[config.mk]
export PLATFORM = sky130hd
export DESIGN_NAME = perspective_divide
export DESIGN_NICKNAME = d
export VERILOG_FILES = /design/src/rtl/perspective_divide.sv
export SDC_FILE = /design/constraint.sdc
export NUM_CORES = 1
export LEC_CHECK = 0
export BUFFER_PORTS_ARGS = -buffer_cell sky130_fd_sc_hd__buf_4
export CORE_MARGIN = 1.5
export CORE_UTILIZATION = 59
export CTS_CLUSTER_SIZE = 20
export DETAILED_ROUTE_END_ITERATION = 8
export GPL_TIMING_DRIVEN = 0
export HOLD_SLACK_MARGIN = 0.06
export PLACE_DENSITY = 0.89
export SLEW_MARGIN = 20
export SYNTH_ARGS = -nofsm -noshare
export SYNTH_HDL_FRONTEND = slang
export SYNTH_SLANG_ARGS = --single-unit
[constraint.sdc]
create_clock -name clk_in -period 8.25 [get_ports clk_in]
set_input_delay 1.2375 -clock clk_in [delete_from_list [all_inputs] [get_ports clk_in]]
set_output_delay 1.2375 -clock clk_in [all_outputs]
set_load 0.005 [all_outputs]
[src/rtl/perspective_divide.sv]
// Clip-space to NDC stage: divides x, y, z by w with one shared restoring divider.
// Optional macro PDIV_CLIP_EN enables the view-volume clip flag.
module perspective_divide #(
    parameter int WIDTH     = 32,
    parameter int FRAC_BITS = 16
) (
    input  logic             clk_in,
    input  logic             rst_in,
    input  logic             valid_in,
    output logic             ready_out,
    input  logic [WIDTH-1:0] vec_in [3:0],
    output logic             valid_out,
    input  logic             ready_in,
    output logic [WIDTH-1:0] ndc_out [2:0],
    output logic             div_zero_out,
    output logic             clipped_out
);
    localparam int DW = WIDTH + FRAC_BITS;
    localparam int CW = $clog2(DW);
    localparam logic [CW-1:0]    LAST    = CW'(DW - 1);
    localparam logic [WIDTH-1:0] MAX_POS = {1'b0, {(WIDTH-1){1'b1}}};
    localparam logic [DW-1:0]    MAX_MAG = {{FRAC_BITS{1'b0}}, MAX_POS};

    typedef enum logic [2:0] {IDLE, DIV_X, DIV_Y, DIV_Z, DONE} state_t;

    // Unsigned magnitude of a signed value; -2^(WIDTH-1) maps to 2^(WIDTH-1) exactly.
    function automatic logic [WIDTH-1:0] abs_mag(input logic [WIDTH-1:0] v);
        return v[WIDTH-1] ? (~v + 1'b1) : v;
    endfunction

    function automatic logic [DW-1:0] dividend(input logic [WIDTH-1:0] num);
        return {abs_mag(num), {FRAC_BITS{1'b0}}};
    endfunction

    function automatic logic [WIDTH-1:0] sat_result(input logic [DW-1:0] quo,
                                                    input logic [WIDTH-1:0] num,
                                                    input logic w_zero,
                                                    input logic neg);
        logic [WIDTH-1:0] mag;
        logic             neg_eff;
        neg_eff = neg;
        if (w_zero) begin
            mag     = (num == '0) ? '0 : MAX_POS;
            neg_eff = num[WIDTH-1];
        end else if (quo > MAX_MAG) begin
            mag = MAX_POS;
        end else begin
            mag = quo[WIDTH-1:0];
        end
        return neg_eff ? (~mag + 1'b1) : mag;
    endfunction

`ifdef PDIV_CLIP_EN
    localparam logic [WIDTH-1:0] ONE = {{(WIDTH-FRAC_BITS-1){1'b0}}, 1'b1, {FRAC_BITS{1'b0}}};

    function automatic logic exceeds_one(input logic [WIDTH-1:0] v);
        return abs_mag(v) > ONE;
    endfunction
`endif

    state_t           state_q, state_d;
    logic [CW-1:0]    cnt_q, cnt_d;
    logic [WIDTH-1:0] ndc_q [2:0];
    logic [WIDTH-1:0] ndc_d [2:0];
    logic             div_zero_q, div_zero_d;
`ifdef PDIV_CLIP_EN
    logic             clipped_q, clipped_d;
`endif

    logic [WIDTH-1:0] vec_q [3:0];
    logic [WIDTH-1:0] vec_d [3:0];
    logic [WIDTH-1:0] rem_q, rem_d, res_x_q, res_x_d, res_y_q, res_y_d;
    logic [DW-1:0]    quo_q, quo_d;

    logic [WIDTH-1:0] div_mag, cur_num, rem_step, comp_res;
    logic [WIDTH:0]   rem_sh;
    logic [DW-1:0]    quo_step;
    logic             w_zero, q_bit;

    // Control and visible outputs: asynchronous reset aborts any division in flight.
    always_ff @(posedge clk_in or posedge rst_in) begin
        if (rst_in) begin
            state_q    <= IDLE;
            cnt_q      <= '0;
            ndc_q      <= '{default: '0};
            div_zero_q <= 1'b0;
`ifdef PDIV_CLIP_EN
            clipped_q  <= 1'b0;
`endif
        end else begin
            state_q    <= state_d;
            cnt_q      <= cnt_d;
            ndc_q      <= ndc_d;
            div_zero_q <= div_zero_d;
`ifdef PDIV_CLIP_EN
            clipped_q  <= clipped_d;
`endif
        end
    end

    always_ff @(posedge clk_in) begin
        vec_q   <= vec_d;
        rem_q   <= rem_d;
        quo_q   <= quo_d;
        res_x_q <= res_x_d;
        res_y_q <= res_y_d;
    end

    always_comb begin
        state_d = state_q;
        cnt_d   = cnt_q;
        case (state_q)
            IDLE: if (valid_in) begin
                state_d = DIV_X;
                cnt_d   = '0;
            end
            DIV_X, DIV_Y, DIV_Z: begin
                if (cnt_q == LAST) begin
                    cnt_d = '0;
                    if (state_q == DIV_X)      state_d = DIV_Y;
                    else if (state_q == DIV_Y) state_d = DIV_Z;
                    else                       state_d = DONE;
                end else begin
                    cnt_d = cnt_q + CW'(1);
                end
            end
            DONE: if (ready_in) state_d = IDLE;
            default: state_d = IDLE;
        endcase
    end

    always_comb begin
        ready_out = (state_q == IDLE);
        valid_out = (state_q == DONE);
    end

    // One restoring-division step per cycle; the last step of each component is
    // consumed directly from the combinational result on the state-advancing edge.
    always_comb begin
        vec_d      = vec_q;
        rem_d      = rem_q;
        quo_d      = quo_q;
        res_x_d    = res_x_q;
        res_y_d    = res_y_q;
        ndc_d      = ndc_q;
        div_zero_d = div_zero_q;
`ifdef PDIV_CLIP_EN
        clipped_d  = clipped_q;
`endif
        w_zero   = (vec_q[3] == '0);
        div_mag  = abs_mag(vec_q[3]);
        cur_num  = (state_q == DIV_X) ? vec_q[0] : (state_q == DIV_Y) ? vec_q[1] : vec_q[2];
        rem_sh   = {rem_q, quo_q[DW-1]};
        q_bit    = (rem_sh >= {1'b0, div_mag});
        rem_step = q_bit ? (rem_sh[WIDTH-1:0] - div_mag) : rem_sh[WIDTH-1:0];
        quo_step = {quo_q[DW-2:0], q_bit};
        comp_res = sat_result(quo_step, cur_num, w_zero, cur_num[WIDTH-1] ^ vec_q[3][WIDTH-1]);

        if (state_q == IDLE && valid_in) begin
            vec_d = vec_in;
            rem_d = '0;
            quo_d = dividend(vec_in[0]);
        end else if (state_q == DIV_X || state_q == DIV_Y || state_q == DIV_Z) begin
            rem_d = rem_step;
            quo_d = quo_step;
            if (cnt_q == LAST) begin
                rem_d = '0;
                if (state_q == DIV_X) begin
                    res_x_d = comp_res;
                    quo_d   = dividend(vec_q[1]);
                end else if (state_q == DIV_Y) begin
                    res_y_d = comp_res;
                    quo_d   = dividend(vec_q[2]);
                end else begin
                    ndc_d[0]   = res_x_q;
                    ndc_d[1]   = res_y_q;
                    ndc_d[2]   = comp_res;
                    div_zero_d = w_zero;
`ifdef PDIV_CLIP_EN
                    clipped_d  = vec_q[3][WIDTH-1] || w_zero || exceeds_one(res_x_q)
                                 || exceeds_one(res_y_q) || exceeds_one(comp_res);
`endif
                end
            end
        end
    end

    assign ndc_out[0]   = ndc_q[0];
    assign ndc_out[1]   = ndc_q[1];
    assign ndc_out[2]   = ndc_q[2];
    assign div_zero_out = div_zero_q;
`ifdef PDIV_CLIP_EN
    assign clipped_out  = clipped_q;
`else
    assign clipped_out  = 1'b0;
`endif
endmodule

## Word-level counts from Yosys, hierarchy flattened

Cells that the tools add are included.

- Logic and storage cells: 82
- Bits of input ports: 132
- Flip-flop bits (word level): 378
- Output and inout port bits: 100

- Muxes and demuxes: 27
- Order comparisons: 2
- Reductions and logical operators: 14
- Eq/ne operators: 8
- Bitwise gates (word level): 9
- Add/sub/neg operators: 7

Operator list:

| operator | count |
|---|---|
| two-way mux 32 bit | 11 |
| two-way mux 48 bit | 5 |
| adder 32 x 1 -> 32 bit, second input constant | 5 |
| NOT 32 bit | 5 |
| logical NOT 32 bit | 2 |
| greater-than comparator 48 x 31 -> 1 bit, second input constant | 1 |
| >= comparator 33 x 32 -> 1 bit | 1 |
| subtractor 32 bit | 1 |
| two-way mux 31 bit | 1 |
| two-way mux 3 bit | 5 |
| two-way mux 6 bit | 2 |
| one-hot mux 6 bit (2 select lines) | 1 |
| AND reduction 5 bit | 2 |
| one-hot mux 3 bit (3 select lines) | 1 |
| adder 6 x 1 -> 6 bit, second input constant | 1 |
| == test 3 x 2 -> 1 bit, second input constant | 2 |
| == test 6 bit, second input constant | 1 |
| != test 2 bit, second input constant | 2 |
| AND reduction 4 bit | 1 |
| nonzero test 2 bit | 2 |
| == test 3 x 1 -> 1 bit, second input constant | 1 |
| == test 3 bit, second input constant | 1 |
| logical NOT 3 bit | 1 |
| NOT 1 bit | 3 |
| 8 further kinds | 9 |

## Longest topological paths before layout

Gate-level depths: netlist of run 1.

- Depth in word-level cells: 10
- Mapped depth: 26
- Mapped depth without buffers: 23

## Worst setup path before layout of run 1

No wires, ideal clock.

- Path type: register -> register
- Start point: register vec_q[97] (netlist name)
- End point: register ndc_q, in the netlist ndc_out[94]
- Data arrival time: 5.979 ns
- Slack: 2.146 ns
- Stages on the path, launching flop included: 27
- Required time: 8.125 ns
- Path buffers: 3
- Cells stage by stage: edfxtp_1 inv_1 ha_1 or3b_2 clkbuf_1 or4b_1 clkbuf_1 or3_4 o41ai_1 xor2_1 ha_1 a21o_1 a21o_1 a21oi_1 nand2_1 nor2_1 a21oi_1 or3_1 clkbuf_1 o21ai_0 ha_1 nand2_1 or3_1 nor3_1 nand2b_1 o21ai_1 mux2_2

- Longest elaborated chain between the ends: 10
- Elaborated cells between the ends (all ways): 12
- Classes of those cells: add/sub: 2; order compare: 2; mux: 5; bitwise: 2; reduce/logical: 1

Ends and longest elaborated chain:

| what | RTL line | RTL |
|---|---|---|
| start, declared | 70 | `logic [WIDTH-1:0] vec_q [3:0];` |
| start signal, assigned | 102 | `vec_q <= vec_d;` |
| NOT 32 bit | 28 | `return v[WIDTH-1] ? (~v + 1'b1) : v;` |
| adder 32 x 1 -> 32 bit | 28 |  |
| two-way mux 32 bit | 28 |  |
| >= comparator 33 x 32 -> 1 bit | 154 | `q_bit = (rem_sh >= {1'b0, div_mag});` |
| greater-than comparator 48 x 31 -> 1 bit | 45 | `end else if (quo > MAX_MAG) begin` |
| two-way mux 32 bit | 45 |  |
| two-way mux 32 bit | 42 | `if (w_zero) begin` |
| NOT 32 bit | 50 | `return neg_eff ? (~mag + 1'b1) : mag;` |
| adder 32 x 1 -> 32 bit | 50 |  |
| two-way mux 32 bit (*) | 50 |  |
| named net comp_res[30] | 75 | `logic [WIDTH-1:0] div_mag, cur_num, rem_step, comp_res;` |
| end signal, assigned | 93 | `ndc_q <= ndc_d;` |
| end, declared | 63 | `logic [WIDTH-1:0] ndc_q [2:0];` |

The timed path passes the listed nets; every way through them passes the cells marked *.
A chain may end at the register's enable or synchronous reset.

## Final worst setup path of run 1

- Start point: register vec_q[102] (netlist name)
- End point: register res_x_q[28], data pin

- Longest elaborated chain between the ends: 10
- Elaborated cells between the ends (all ways): 12
- Classes of those cells: add/sub: 2; order compare: 2; mux: 5; bitwise: 2; reduce/logical: 1

Ends and longest elaborated chain:

| what | RTL line | RTL |
|---|---|---|
| NOT 32 bit | 28 |  |
| adder 32 x 1 -> 32 bit | 28 |  |
| two-way mux 32 bit | 28 |  |
| >= comparator 33 x 32 -> 1 bit | 154 |  |
| greater-than comparator 48 x 31 -> 1 bit | 45 |  |
| two-way mux 32 bit | 45 |  |
| two-way mux 32 bit | 42 |  |
| NOT 32 bit | 50 |  |
| adder 32 x 1 -> 32 bit | 50 |  |
| two-way mux 32 bit (*) | 50 |  |
| named net comp_res[28] | 75 |  |
| end signal, assigned | 105 | `res_x_q <= res_x_d;` |
| end, declared | 72 | `logic [WIDTH-1:0] rem_q, rem_d, res_x_q, res_x_d, res_y_q, res_y_d;` |

Marks and branches as above.

==> key figures, run 1 <==
Global routing
  – Global-route wire length before repair: 83.6 mm
  – Pin count of the biggest net entering global routing: 90
  – Total GRT Usage: 32.3%
  – Initial antenna violation count: 1
  – Global-route congestion overflow total: 0
  – Vias in the first global route: 15564

Routing
  – Initial DRC count: 1702
  – Vias post-DR: 16104
  – Post-Route WL: 53.6 mm
  – DR DRC count: 0
  – DR pass1 iterations: 5
  – Post-DR wirelength/cell: 21.3 um
  – Remaining antenna violation count after routing: 0
  – Vias per std cell: 6.41

Clock network
  – Clock sink count: 378
  – CTS tree: yes
  – Register clock-pin slew on the reported worst setup and hold paths: 0.06 ns
  – Setup bufs post-CTS: 0
  – CTS H-tree depth: 2
  – Clk buf depth: 3
  – Post-CTS Resized: 0
  – Hold bufs inserted after CTS: 0
  – Root buffer cell: clkbuf_16
  – Num CTS Buffers: 40
  – Worst-Skew Late Latency: 0.54 ns

Logic synthesis
  – Syn Nets: 1976
  – Area leader, netlist: edfxtp_1
  – YS warnings: 0
  – Synth Instances: 1805
  – Largest cells by area after synthesis: edfxtp_1, dfrtp_1, nand2_1
  – Async set-reset flop share out of synthesis: 28.0%
  – Top_reg_cell synth: edfxtp_1
  – Top-area cell type share of the netlist area: 35.6%
  – Post-Syn Area: 0.0189 mm2
  – Synth cell types: 77
  – EDFF count, synth: 224
  – Top cells by count, synth: nand2_1, edfxtp_1, o21ai_0
  – Cell with the most instances after synthesis: nand2_1
  – Synthesized area per cell: 10.5 um2
  – Post-synthesis sequential area ratio: 54.7%
  – Seq cells post-synth: 378

Setup path
  – Worst R2R Path Depth: 22
  – Setup crit end kind: flip-flop
  – Setup CP Type: flip-flop to flip-flop
  – Startpoint types: flip-flop
  – Crit path max fanout: 10
  – R2R Setup Slk: 0.70 ns
  – WP data required: 8.49 ns
  – Crit path DAT: 7.79 ns

Timing
  – Relative slew slack: 25.1%
  – Clock Skews: 0.0161 ns
  – Final Setup Violations: 0
  – RSZ-0062 raised after global routing: no
  – Period utilization: 91.5%
  – Fmax: 132 MHz
  – Tightest Pin Transition: 1.12 ns
  – Period minus WS final: 7.55 ns
  – Setup_tns: 0 ns
  – Max-slew violation count: 0
  – Fin. Hold Viols: 0

Placed design
  – Number of port buffers: 230
  – RD Place Congestion: 0.987
  – HPWL after detailed placement: 39.5 mm

Finish
  – Ratio of cells with drive above 1 in the final layout: 17.2%
  – Fin nets: 2252
  – Fillcell total: 2202
  – Antenna cell count: 0
  – Layout area overhead: 19.5%
  – Utilization after layout: 71.6%

Min path
  – Worst min path class: flip-flop to flip-flop
  – Min-Delay Path Depth: 2

Die
  – Cell Rows: 65
  – IO Pins: 232
  – Initial Util: 59.9%
  – Die height: 182 um
  – Die Span X: 182 um
  – DIE AREA: 0.0331 mm2
  – Core ar.: 0.0316 mm2

Pwr
  – Worst vdd ir: 0.000209 V
  – Pwr/cell area: 330 mW/mm2
  – Leakage: 0.00918 uW

Status
  – Status: completed

Flow run
  – Max-cap viol count: 0
==> layer usage <==
layer  GRT usage, %  wire (um)  vias up
met2           54.5      25500      969
li1               -          -     7218
met1           41.5      21100     7735
met5              0         18        -
met3           5.70       4840      180
met4           12.9       2170        2
==> power by group <==
group	total, uW	internal (uW)	switching, uW
Combinational	2810	1050	1760
Clock	1800	1050	747
Sequential	2840	2500	334
Total	7440	4600	2840
==> layout make-up <==
type	count	area [um2]	area share (%)
clock buffer	50	1100	4.87
inverter	22	87.6	0.388
timing repair buffer	234	1830	8.10
clock inverter	23	224	0.992
multi-input combinational	1311	8110	35.9
buffer	94	389	1.72
sequential	378	10300	45.8
tap	402	503	2.23
==> registers in the layout, indices dropped and copies added, names as in the netlist <==
| name | count |
|---|---|
| cnt_q | 6 |
| div_zero_out | 1 |
| ndc_out | 96 |
| quo_q | 48 |
| rem_q | 32 |
| res_x_q | 32 |
| res_y_q | 32 |
| state_q | 3 |
| vec_q | 128 |
==> stage by stage <==
| stage | power (uW) | cell area (um2) | cells | hold WS (ns) | setup slack [ns] |
|---|---|---|---|---|---|
| global placement | 5470 | 21100 | 2437 | 0.417 | 1.03 |
| global route | 7820 | 22600 | 2514 | 0.458 | 0.361 |
| detailed placement | 5580 | 21300 | 2441 | 0.423 | 0.885 |
| finish | 7440 | 22600 | 2514 | 0.436 | 0.700 |
| CTS | 7380 | 22600 | 2514 | 0.438 | 0.846 |
| floorplan | 4700 | 18900 | 1805 | 0.415 | 2.15 |
==> cell usage in the layout, fill, tap and decap left out, types with 14 or more instances in the layout <==
cell type,n
dfxtp_1,48
nand3_1,19
o31ai_1,44
nor2_1,103
edfxtp_1,224
a22oi_1,14
xnor2_1,76
o41ai_1,22
or4_1,30
ha_1,38
or3_1,18
dfrtp_1,106
o21ai_0,161
clkbuf_1,77
xor2_1,85
a21oi_1,62
inv_1,20
nand2_1,333
nor3_1,32
a22o_1,23
buf_4,235
clkbuf_16,41
o221ai_1,14
nor4_1,27
==> cell families (layout without fill, tap and decap cells) <==
family | after synthesis | count (layout) | share of synthesized area [%]
compound gates | 461 | 461 | 16.1
flops | 378 | 378 | 54.7
simple gates | 627 | 627 | 15.3
xor+xnor | 161 | 161 | 7.46
mux | 22 | 22 | 1.25
other cells | 1 | 1 | 0.0198
fa+ha+maj | 39 | 39 | 2.62
buf+inv | 116 | 423 | 2.48
==> critical path, stage by stage, from the launching register on <==
cell and delay (ns):
edfxtp_1 0.43, or4_1 0.67, nor3_1 0.25, or4b_1 0.45, clkbuf_1 0.27, or3_4 0.50, o41ai_1 0.34, xor2_1 0.20
ha_1 0.30, a21o_1 0.21, a21o_1 0.18, a21oi_1 0.22, nand2_1 0.07, nor2_1 0.09, a21oi_1 0.27, or3_1 0.39
clkbuf_1 0.29, o21ai_0 0.41, ha_1 0.35, nand2_1 0.20, or3_1 0.45, and2_1 0.17, o32ai_1 0.54
==> final timing paths <==
| path | start | end |
|---|---|---|
| max | vec_q[102] | res_x_q[28] |
| min | res_y_q[25] | ndc_out[57] |
| max reg2reg | vec_q[102] | res_x_q[28] |
| min reg2reg | res_y_q[25] | ndc_out[57] |
| max in group asynchronous | rst_in | ndc_out[70] |
| min in group asynchronous | rst_in | ndc_out[56] |
No activity file was read; power rests on OpenSTA's default activity.
==> inputs of run 2 (changes only) <==
Settings changed: CORE_UTILIZATION 59 to 50, PLACE_DENSITY 0.89 to 0.78.
==> run 2 against run 1 <==
Hold slack better by 0.0015 ns. Worst setup slack worse by 0.093 ns. Total power down 1.1%. Via count down 2.4%. Clock skew up 0.0098 ns. Die area up 18%. Critical path depth up 4. Final cell count up 4.3%. Combinational power down 1%. First-iteration DRC count down 13%. Critical path type unchanged. Critical endpoint is now ndc_out[92].
==> key figures, run 2 (synthesis results as in run 1) <==
Pwr
  – Worst vdd ir: 0.000193 V
  – Pwr/cell area: 325 mW/mm2
  – Tot Pwr: 7360 uW
  – Leakage: 0.00916 uW

Finish
  – Area of the multi-input gates: 0.00812 mm2
  – Commonest non-fill, non-tap cell in the layout: nand2_1
  – Most frequent cells in the layout: nand2_1, buf_4, edfxtp_1
  – Utilization after layout: 60.6%
  – Biggest register: vec_q
  – Fin nets: 2252
  – Antenna cell count: 0
  – FF+latch area: 0.0103 mm2
  – Ratio of cells with drive above 1 in the final layout: 16.9%
  – Max reg flops: 128
  – Layout area overhead: 19.9%
  – Fillcell total: 2993

Global routing
  – Total GRT Usage: 27.4%
  – Global-route wire length before repair: 82.8 mm
  – Vias in the first global route: 15197
  – Global-route congestion overflow total: 0
  – Pin count of the biggest net entering global routing: 83
  – Initial antenna violation count: 0

Setup path
  – Crit path DAT: 8.13 ns
  – R2R Setup Slk: 0.61 ns
  – Reg2reg start: vec_q[96]
  – Worst setup path endpoint: ndc_out[92]
  – Setup CP Type: flip-flop to flip-flop
  – CP max stage cell: or3_4
  – FF-to-FF End: ndc_out[92]
  – Worst Path Buf+Inv: 4
  – Crit path max fanout: 10
  – Setup crit end kind: flip-flop
  – WP data required: 8.74 ns
  – Crit. Startpoint: vec_q[96]
  – Critical path's top delay family: simple AND/OR/NAND/NOR gates
  – Max stage delay on crit path: 0.50 ns
  – Top cell by count, worst path: nand2_1
  – Startpoint types: flip-flop
  – CP Depth: 26
  – Worst R2R Path Depth: 26

Placed design
  – RD Place Congestion: 0.947
  – Number of port buffers: 230
  – Pre-CTS setup slack: 0.814 ns
  – HPWL after detailed placement: 39.7 mm

Routing
  – DR pass1 iterations: 6
  – DR DRC count: 0
  – Post-Route WL: 53.4 mm
  – Vias post-DR: 15719
  – Remaining antenna violation count after routing: 0
  – Vias per std cell: 6.00
  – Post-DR wirelength/cell: 20.3 um
  – Initial DRC count: 1476

Timing
  – Max-slew violation count: 0
  – RSZ-0062 raised after global routing: no
  – Period minus WS final: 7.64 ns
  – Tightest Pin Transition: 1.04 ns
  – Period utilization: 92.6%
  – Fmax: 131 MHz
  – Clock Skews: 0.0259 ns
  – Relative slew slack: 30.1%
  – Fin. Hold Viols: 0
  – Setup_tns: 0 ns
  – Setup ws final: 0.607 ns
  – Final Setup Violations: 0

Die
  – Initial Util: 50.5%
  – Die height: 197 um
  – IO Pins: 232
  – Core ar.: 0.0374 mm2
  – DIE AREA: 0.0390 mm2
  – Cell Rows: 71
  – Die Span X: 197 um

Clock network
  – CTS tree: yes
  – Clock sink count: 378
  – Setup bufs post-CTS: 0
  – Post-CTS Resized: 0
  – CTS H-tree depth: 2
  – Root buffer cell: clkbuf_16
  – Worst-Skew Late Latency: 0.57 ns
  – Num CTS Buffers: 40
  – Clk buf depth: 3
  – Hold bufs inserted after CTS: 0
  – Register clock-pin slew on the reported worst setup and hold paths: 0.06 ns

Flow run
  – Max-cap viol count: 0

Min path
  – Worst min path class: flip-flop to flip-flop

Status
  – Status: completed
run 2: changes by cell type in the layout (fill, tap and decap cells not counted):
cell	previous run	this run
nor3_2	0	2
inv_6	5	4
bufinv_16	3	2
clkinv_4	2	0
clkinvlp_4	6	2
nor3_1	32	30
clkbuf_1	77	81
clkinv_1	3	6
run 2: power by group:
group          leakage, uW  total [uW]  internal [uW]  switching [uW]
logic              0.00457        2770           1050            1720
clock network     0.000616        1760           1010             744
registers          0.00397        2830           2500             324
total              0.00916        7360           4570            2790
run 2: layout make-up:
| class | instances | share of cell area (%) |
|---|---|---|
| repair buffers | 234 | 8.07 |
| clock inverters | 18 | 0.657 |
| inverters | 22 | 0.386 |
| well taps | 511 | 2.82 |
| clock buffers | 54 | 4.92 |
| plain buffers | 94 | 1.72 |
| multi-input cells | 1311 | 35.8 |
| flip-flops and latches | 378 | 45.6 |
run 2: tightest hold or removal path, delay by kind of cell (launching register included):
kind          cells  cell delay (ns)
simple gates      2             0.08
flops             1             0.32
run 2: routing by layer:
metal / share of wire (%) / GRT usage (%) / vias up
li1: - / - / 7226
met1: 41 / 36.2 / 7631
met2: 48 / 46.1 / 744
met3: 8.1 / 3.96 / 118
met4: 2.8 / 9.47 / 0
met5: 0 / 0 / -
run 2: how the worst min path moves through the flow:
stage,endpoint,cells past startpoint,slack [ns],startpoint
after floorplan,ndc_out[0],2,0.41,res_x_q[0]
after global placement,ndc_out[49],2,0.42,res_y_q[17]
after detailed placement,ndc_out[10],2,0.42,res_x_q[10]
after CTS,ndc_out[32],2,0.44,res_y_q[0]
after global routing,ndc_out[43],2,0.45,res_y_q[11]
final,ndc_out[14],2,0.44,res_x_q[14]
run 2: per-stage QoR:
stage / hold slack, ns / area (um2) / std cells
floorplan: 0.415 / 18900 / 1805
global placement: 0.421 / 21300 / 2546
detailed placement: 0.421 / 21400 / 2550
CTS: 0.437 / 22700 / 2622
global route: 0.454 / 22700 / 2622
finish: 0.438 / 22700 / 2622
